[src/rtl/mvu_pe_simd_acc_pkg.sv]
// Shared MVAU definitions: width helpers and the wide signed accumulator type
// used by the SIMD processing element and its adder tree.
package mvu_pe_simd_acc_pkg;

    // Widest signed accumulator the PE ever needs for an intermediate sum.
    localparam int ACC_MAX_W = 64;
    typedef logic signed [ACC_MAX_W-1:0] acc_wide_t;

    // log2 of the lane count; a single lane adds no tree levels.
    function automatic int lane_log2(input int n);
        return (n <= 1) ? 0 : $clog2(n);
    endfunction

    // Full-precision width of one signed activation x weight product.
    function automatic int prod_width(input int tsrci, input int tw);
        return tsrci + tw;
    endfunction

    // Counter width able to hold 0..n-1 (at least one bit).
    function automatic int count_width(input int n);
        return (n <= 1) ? 1 : $clog2(n);
    endfunction

endpackage

[src/rtl/mvu_pe_simd_acc_adder_tree.sv]
// Combinational signed sum of SIMD lane products, sitting between the
// product register and the sum register of the PE pipeline.
module mvu_pe_adder_tree
    import mvu_pe_simd_acc_pkg::*;
#(
    parameter int SIMD = 4,
    parameter int IW   = 8,
    parameter int OW   = IW + lane_log2(SIMD)
) (
    input  logic [SIMD*IW-1:0] terms,
    output logic signed [OW-1:0] sum
);

    // Sign-extend every lane to the output width and add; synthesis balances the chain.
    always_comb begin
        sum = '0;
        for (int i = 0; i < SIMD; i++) begin
            sum = sum + OW'($signed(terms[i*IW +: IW]));
        end
    end

endmodule

[src/rtl/mvu_pe_simd_acc.sv]
// SIMD multiply-accumulate processing element: SIMD signed lane products per
// beat, reduced by an adder tree and accumulated over SF folds.
// Pipeline: S1 products -> S2 tree sum -> S3 accumulator/output register.
// Handshake: a beat moves when in_v && in_rdy; a result leaves when
// out_v && out_rdy. One global enable stalls the whole pipeline while a
// result is waiting on a busy consumer, so in_rdy simply equals that enable.
// Build option: define MVU_PE_SAT_EN to saturate accumulation instead of
// wrapping modulo 2^TDSTI.
module mvu_pe_simd_acc
    import mvu_pe_simd_acc_pkg::*;
#(
    parameter int SIMD  = 4,
    parameter int TSRCI = 4,
    parameter int TW    = 4,
    parameter int TDSTI = 16,
    parameter int SF    = 8
) (
    input  logic                  clk,
    input  logic                  rst_n,
    input  logic                  in_v,
    output logic                  in_rdy,
    input  logic [SIMD*TSRCI-1:0] in_act,
    input  logic [SIMD*TW-1:0]    in_wgt,
    output logic                  out_v,
    input  logic                  out_rdy,
    output logic [TDSTI-1:0]      out
);

    localparam int LOG_SIMD = lane_log2(SIMD);
    localparam int PW       = prod_width(TSRCI, TW);
    localparam int SW       = PW + LOG_SIMD;
    localparam int FW       = count_width(SF);
    localparam logic [FW-1:0] LAST_FOLD = FW'(SF - 1);

    typedef logic signed [TDSTI-1:0] acc_t;

`ifdef MVU_PE_SAT_EN
    localparam acc_t ACC_MAX = acc_t'({1'b0, {(TDSTI-1){1'b1}}});
    localparam acc_t ACC_MIN = acc_t'({1'b1, {(TDSTI-1){1'b0}}});
    acc_wide_t wide_sum;
`endif

    logic                    en;
    logic [SIMD*PW-1:0]      lane_prod;
    logic [SIMD*PW-1:0]      s1_prod;
    logic                    s1_v;
    logic signed [SW-1:0]    tree_sum;
    logic signed [SW-1:0]    s2_sum;
    logic                    s2_v;
    logic [FW-1:0]           fold;
    acc_t                    acc;
    acc_t                    p_ext;
    acc_t                    acc_add;
    acc_t                    acc_next;
    logic signed [PW-1:0]    a_ext;
    logic signed [PW-1:0]    w_ext;

    assign en     = !(out_v && !out_rdy);
    assign in_rdy = en;

    // Per-lane signed products at full precision.
    always_comb begin
        lane_prod = '0;
        a_ext     = '0;
        w_ext     = '0;
        for (int i = 0; i < SIMD; i++) begin
            a_ext = PW'($signed(in_act[i*TSRCI +: TSRCI]));
            w_ext = PW'($signed(in_wgt[i*TW +: TW]));
            lane_prod[i*PW +: PW] = a_ext * w_ext;
        end
    end

    mvu_pe_adder_tree #(
        .SIMD (SIMD),
        .IW   (PW),
        .OW   (SW)
    ) u_tree (
        .terms (s1_prod),
        .sum   (tree_sum)
    );

    // Next accumulator value: fold 0 restarts the sum, later folds add to it.
    always_comb begin
        p_ext = acc_t'(s2_sum);
`ifdef MVU_PE_SAT_EN
        wide_sum = acc_wide_t'(acc) + acc_wide_t'(p_ext);
        if (wide_sum > acc_wide_t'(ACC_MAX)) begin
            acc_add = ACC_MAX;
        end else if (wide_sum < acc_wide_t'(ACC_MIN)) begin
            acc_add = ACC_MIN;
        end else begin
            acc_add = acc_t'(wide_sum);
        end
`else
        acc_add = acc + p_ext;
`endif
        acc_next = (fold == '0) ? p_ext : acc_add;
    end

    // S1/S2 stage registers and their valid bits, frozen while stalled.
    always_ff @(posedge clk or negedge rst_n) begin
        if (!rst_n) begin
            s1_v    <= 1'b0;
            s1_prod <= '0;
            s2_v    <= 1'b0;
            s2_sum  <= '0;
        end else if (en) begin
            s1_v    <= in_v;
            s1_prod <= lane_prod;
            s2_v    <= s1_v;
            s2_sum  <= tree_sum;
        end
    end

    // S3: accumulate valid beats, publish on the last fold, retire on handshake.
    always_ff @(posedge clk or negedge rst_n) begin
        if (!rst_n) begin
            fold  <= '0;
            acc   <= '0;
            out   <= '0;
            out_v <= 1'b0;
        end else begin
            if (out_v && out_rdy) begin
                out_v <= 1'b0;
            end
            if (en && s2_v) begin
                acc <= acc_next;
                if (fold == LAST_FOLD) begin
                    fold  <= '0;
                    out   <= acc_next;
                    out_v <= 1'b1;
                end else begin
                    fold <= fold + 1'b1;
                end
            end
        end
    end

endmodule
[config.mk]
export PLATFORM = sky130hd
export DESIGN_NAME = mvu_pe_simd_acc
export DESIGN_NICKNAME = d
export VERILOG_FILES = /design/src/rtl/mvu_pe_simd_acc_pkg.sv /design/src/rtl/mvu_pe_simd_acc_adder_tree.sv /design/src/rtl/mvu_pe_simd_acc.sv
export SDC_FILE = /design/constraint.sdc
export NUM_CORES = 1
export LEC_CHECK = 0
export CAP_MARGIN = 30
export CORE_MARGIN = 4
export CORE_UTILIZATION = 45
export CTS_CLUSTER_DIAMETER = 30
export DETAILED_ROUTE_END_ITERATION = 12
export PLACE_DENSITY_LB_ADDON = 0.15
export SETUP_SLACK_MARGIN = 0.1
export SYNTH_ARGS = -nofsm -noshare
export SYNTH_HDL_FRONTEND = slang
export SYNTH_HIERARCHICAL = 1
export SYNTH_SLANG_ARGS = --single-unit
[constraint.sdc]
create_clock -name clk -period 3.25 [get_ports clk]
set_input_delay 0.65 -clock clk [delete_from_list [all_inputs] [get_ports clk]]
set_output_delay 0.65 -clock clk [all_outputs]
set_load 0.03 [all_outputs]
==> results by group <==
Timing
  – Least-Margin Pin Slew: 0.801 ns
  – Worst Hold Slack: 0.198 ns
  – Fin. Hold Viols: 0
  – Final min period: 3.24 ns
  – Final setup fails: 0
  – Max Slew Vio Count: 0
  – Period utilization: 0.998
  – RSZ-0062 raised after global routing: yes
  – Max Fclk: 308 MHz
  – Clk_skew: 0.00763 ns
  – Slew headroom: 0.466

Logic synthesis
  – Mapped Cells: 758
  – Prevailing post-synth register cell: dfrtp_1
  – Ys async rst share: 1.00
  – Mean Syn Cell Area: 9.24 µm²
  – Syn nets: 923
  – Number of synthesized flops with an enable pin: 0
  – Cell with the most instances after synthesis: nand2_1
  – Post-synth top cells: nand2_1, dfrtp_1, inv_1
  – Share of the synthesized area in the top cell type: 0.286
  – Mapped Area: 7000 µm²
  – Warnings from Yosys: 6
  – Sequential element share of the synthesized area: 0.286
  – Yosys cell types: 53
  – Dominant cell type by area after synthesis: dfrtp_1
  – #FFs+latches synth: 80
  – Ranking of synthesized cells by area: dfrtp_1, fa_1, ha_1

Critical path
  – Setup Crit Path Kind: primary input to flip-flop
  – CP arrival: 3.45 ns
  – Cells on worst reg2reg path: 12
  – Reg2reg start: s1_prod[1]
  – Critical Path RT: 3.46 ns
  – R2R setup slack: 0.26 ns
  – Setup crit end kind: flip-flop
  – Worst reg2reg endpoint: s2_sum[7]
  – Worst Path Max Fanout: 2
  – Startpoint Class: primary input
  – CP Capture Point: s1_prod[23]
  – Critical path startpoint: in_act[8]

Detailed routing
  – # DRC: 0
  – Routed WL: 14,600 µm
  – Metal3 WL: 313 µm
  – Initial DRT Pass Iterations: 4
  – Vias/cell: 5.10
  – Highest metal used: met4
  – Antenna viol nets, final: 0
  – M1 WL: 6480 µm
  – DR vias: 5,412
  – DRC marker count from the first detailed-route iteration: 179
  – Met2 wire length: 7560 µm
  – Drt wl/cell: 13.7 µm

Status
  – Outcome: completed

Floorplan
  – Die Height: 133 µm
  – Die X: 133 µm
  – I/O pin cnt: 54
  – Core ar.: 15,200 µm²
  – Starting density of the core: 0.461
  – FP Rows: 45
  – Total die area: 17,600 µm²

Clocking
  – Worst-path clk slew: 0.06 ns
  – Hold buffer count at cts: 0
  – Total CTS buffers: 9
  – Clk buf depth: 2
  – Root Buffer: clkbuf_16
  – TritonCTS clock tree: done
  – Sink Count: 80
  – Worst skew pair latency: 0.34 ns
  – H-tree Lvls: 3

Layout
  – Layout area overhead: 25.8%
  – Antenna diodes: 0
  – Post-route cell area: 8800 µm²
  – Layout cells sized above 1: 0.219
  – Fin nets: 1,034
  – Layout Cells excl Fill: 1,062

Place
  – Number of placed cells counting well taps: 1,038
  – Placed inst area: 8220 µm²
  – Port Buffer Count: 53
  – DP HPWL: 11,500 µm
  – Routability Congestion: 0.910

Global route
  – Gr usage total: 0.173
  – Global-route wire length before repair: 25,600 µm
  – Largest net degree at the start of global routing: 60
  – Initial antenna violation count: 0
  – Global route overflow: 0
  – Vias in the first global route: 5,576

Flow run
  – Max cap viols: 0

Power
  – Pleak: 4.38 nW
  – Overall power: 10.1 mW
  – Pwr dens: 1150 nW/µm²
  – Peak VDD IR: 701 µV

Min path
  – Hold WC Path Type: primary input to asynchronous set/reset pin
layout by cell type, fill, tap and decap left out, types with 10 or more instances in the layout:
| master | n |
|---|---|
| nand2_1 | 136 |
| dfrtp_1 | 80 |
| inv_1 | 71 |
| buf_4 | 70 |
| ha_1 | 58 |
| fa_1 | 50 |
| and2_1 | 31 |
| a21oi_1 | 28 |
| o21ai_0 | 28 |
| xnor2_1 | 28 |
| clkdlybuf4s50_1 | 23 |
| nor2_1 | 22 |
| a21o_1 | 15 |
| o21ai_1 | 14 |
| nand3_1 | 14 |
| ha_4 | 13 |
| xor2_1 | 11 |
| buf_2 | 11 |
| a21oi_2 | 10 |
per-layer routing:
layer  up-vias  track usage
met5         -            0
met4         0       0.0531
met3        15       0.0255
met2        73        0.303
met1      2605        0.221
li1       2719            -
how the worst min path moves through the flow:
stage	start	end	slack, ns	cells past startpoint
after floorplan	rst_n	acc[0]	0.35	0
after global placement	s1_prod[9]	s1_prod[9]	0.45	2
after detailed placement	s1_prod[27]	s1_prod[27]	0.46	2
after CTS	rst_n	out[11]	0.20	1
after global routing	rst_n	acc[4]	0.21	1
final	rst_n	acc[13]	0.20	1
critical path, cell delays in order:
cell and delay, ns:
buf_6 0.09, nand2b_4 0.13, fa_1 0.50, fa_1 0.51, inv_1 0.06, fa_1 0.51
ha_2 0.18, inv_2 0.04, fa_2 0.36, inv_2 0.05, a21o_1 0.11, a21oi_2 0.05
xnor2_1 0.14, o21ai_1 0.07
repair_timing:
item                                   4_1_cts  5_1_grt
pin swaps                                   69       24
buffers inserted                             5        3
gates resized for setup                    123       17
setup endpoints to repair                   16       14
endpoints found under the hold margin        0        0
power breakdown:
part / leakage, nW / switching [mW] / total [mW] / internal [mW]
clock: 0.162 / 0.401 / 1.15 / 0.748
combinational: 3.25 / 3.96 / 7.11 / 3.15
sequential: 0.968 / 0.313 / 1.83 / 1.52
total: 4.38 / 4.68 / 10.1 / 5.42
state kept, by name (all words and copies together) (netlist names):
name / cells
acc: 16
s2_sum: 10
s1_prod: 32
s1_v: 1
out: 16
out_v: 1
s2_v: 1
fold: 3
cell type report:
cell class	instances	area, µm²
Multi-Input combinational cell	574	4900
Clock inverter	6	108
Tap cell	188	235
Clock buffer	10	229
Sequential cell	80	2000
Fill cell	1298	6400
Inverter	80	300
Timing Repair Buffer	124	1030
logic make-up (layout without fill, tap and decap cells):
group,after synthesis,in the layout,share of synthesized area
buf+inv,104,220,0.0565
flops,80,80,0.286
fa+ha+maj,129,129,0.288
compound gates,132,132,0.126
xor+xnor,41,41,0.0513
mux,16,16,0.0241
simple gates,256,256,0.167
through the flow:
step	utilization	TNS, ns	setup slack [ns]
after global placement	0.539	-9.13	-0.720
after CTS	0.575	-0.0337	-0.0337
after floorplan	-	-0.490	-0.160
after global routing	0.579	-0.228	-0.111
after detailed placement	0.541	-10.05	-0.755
final	0.579	0	0.00672
No activity file was read; power rests on OpenSTA's default activity.
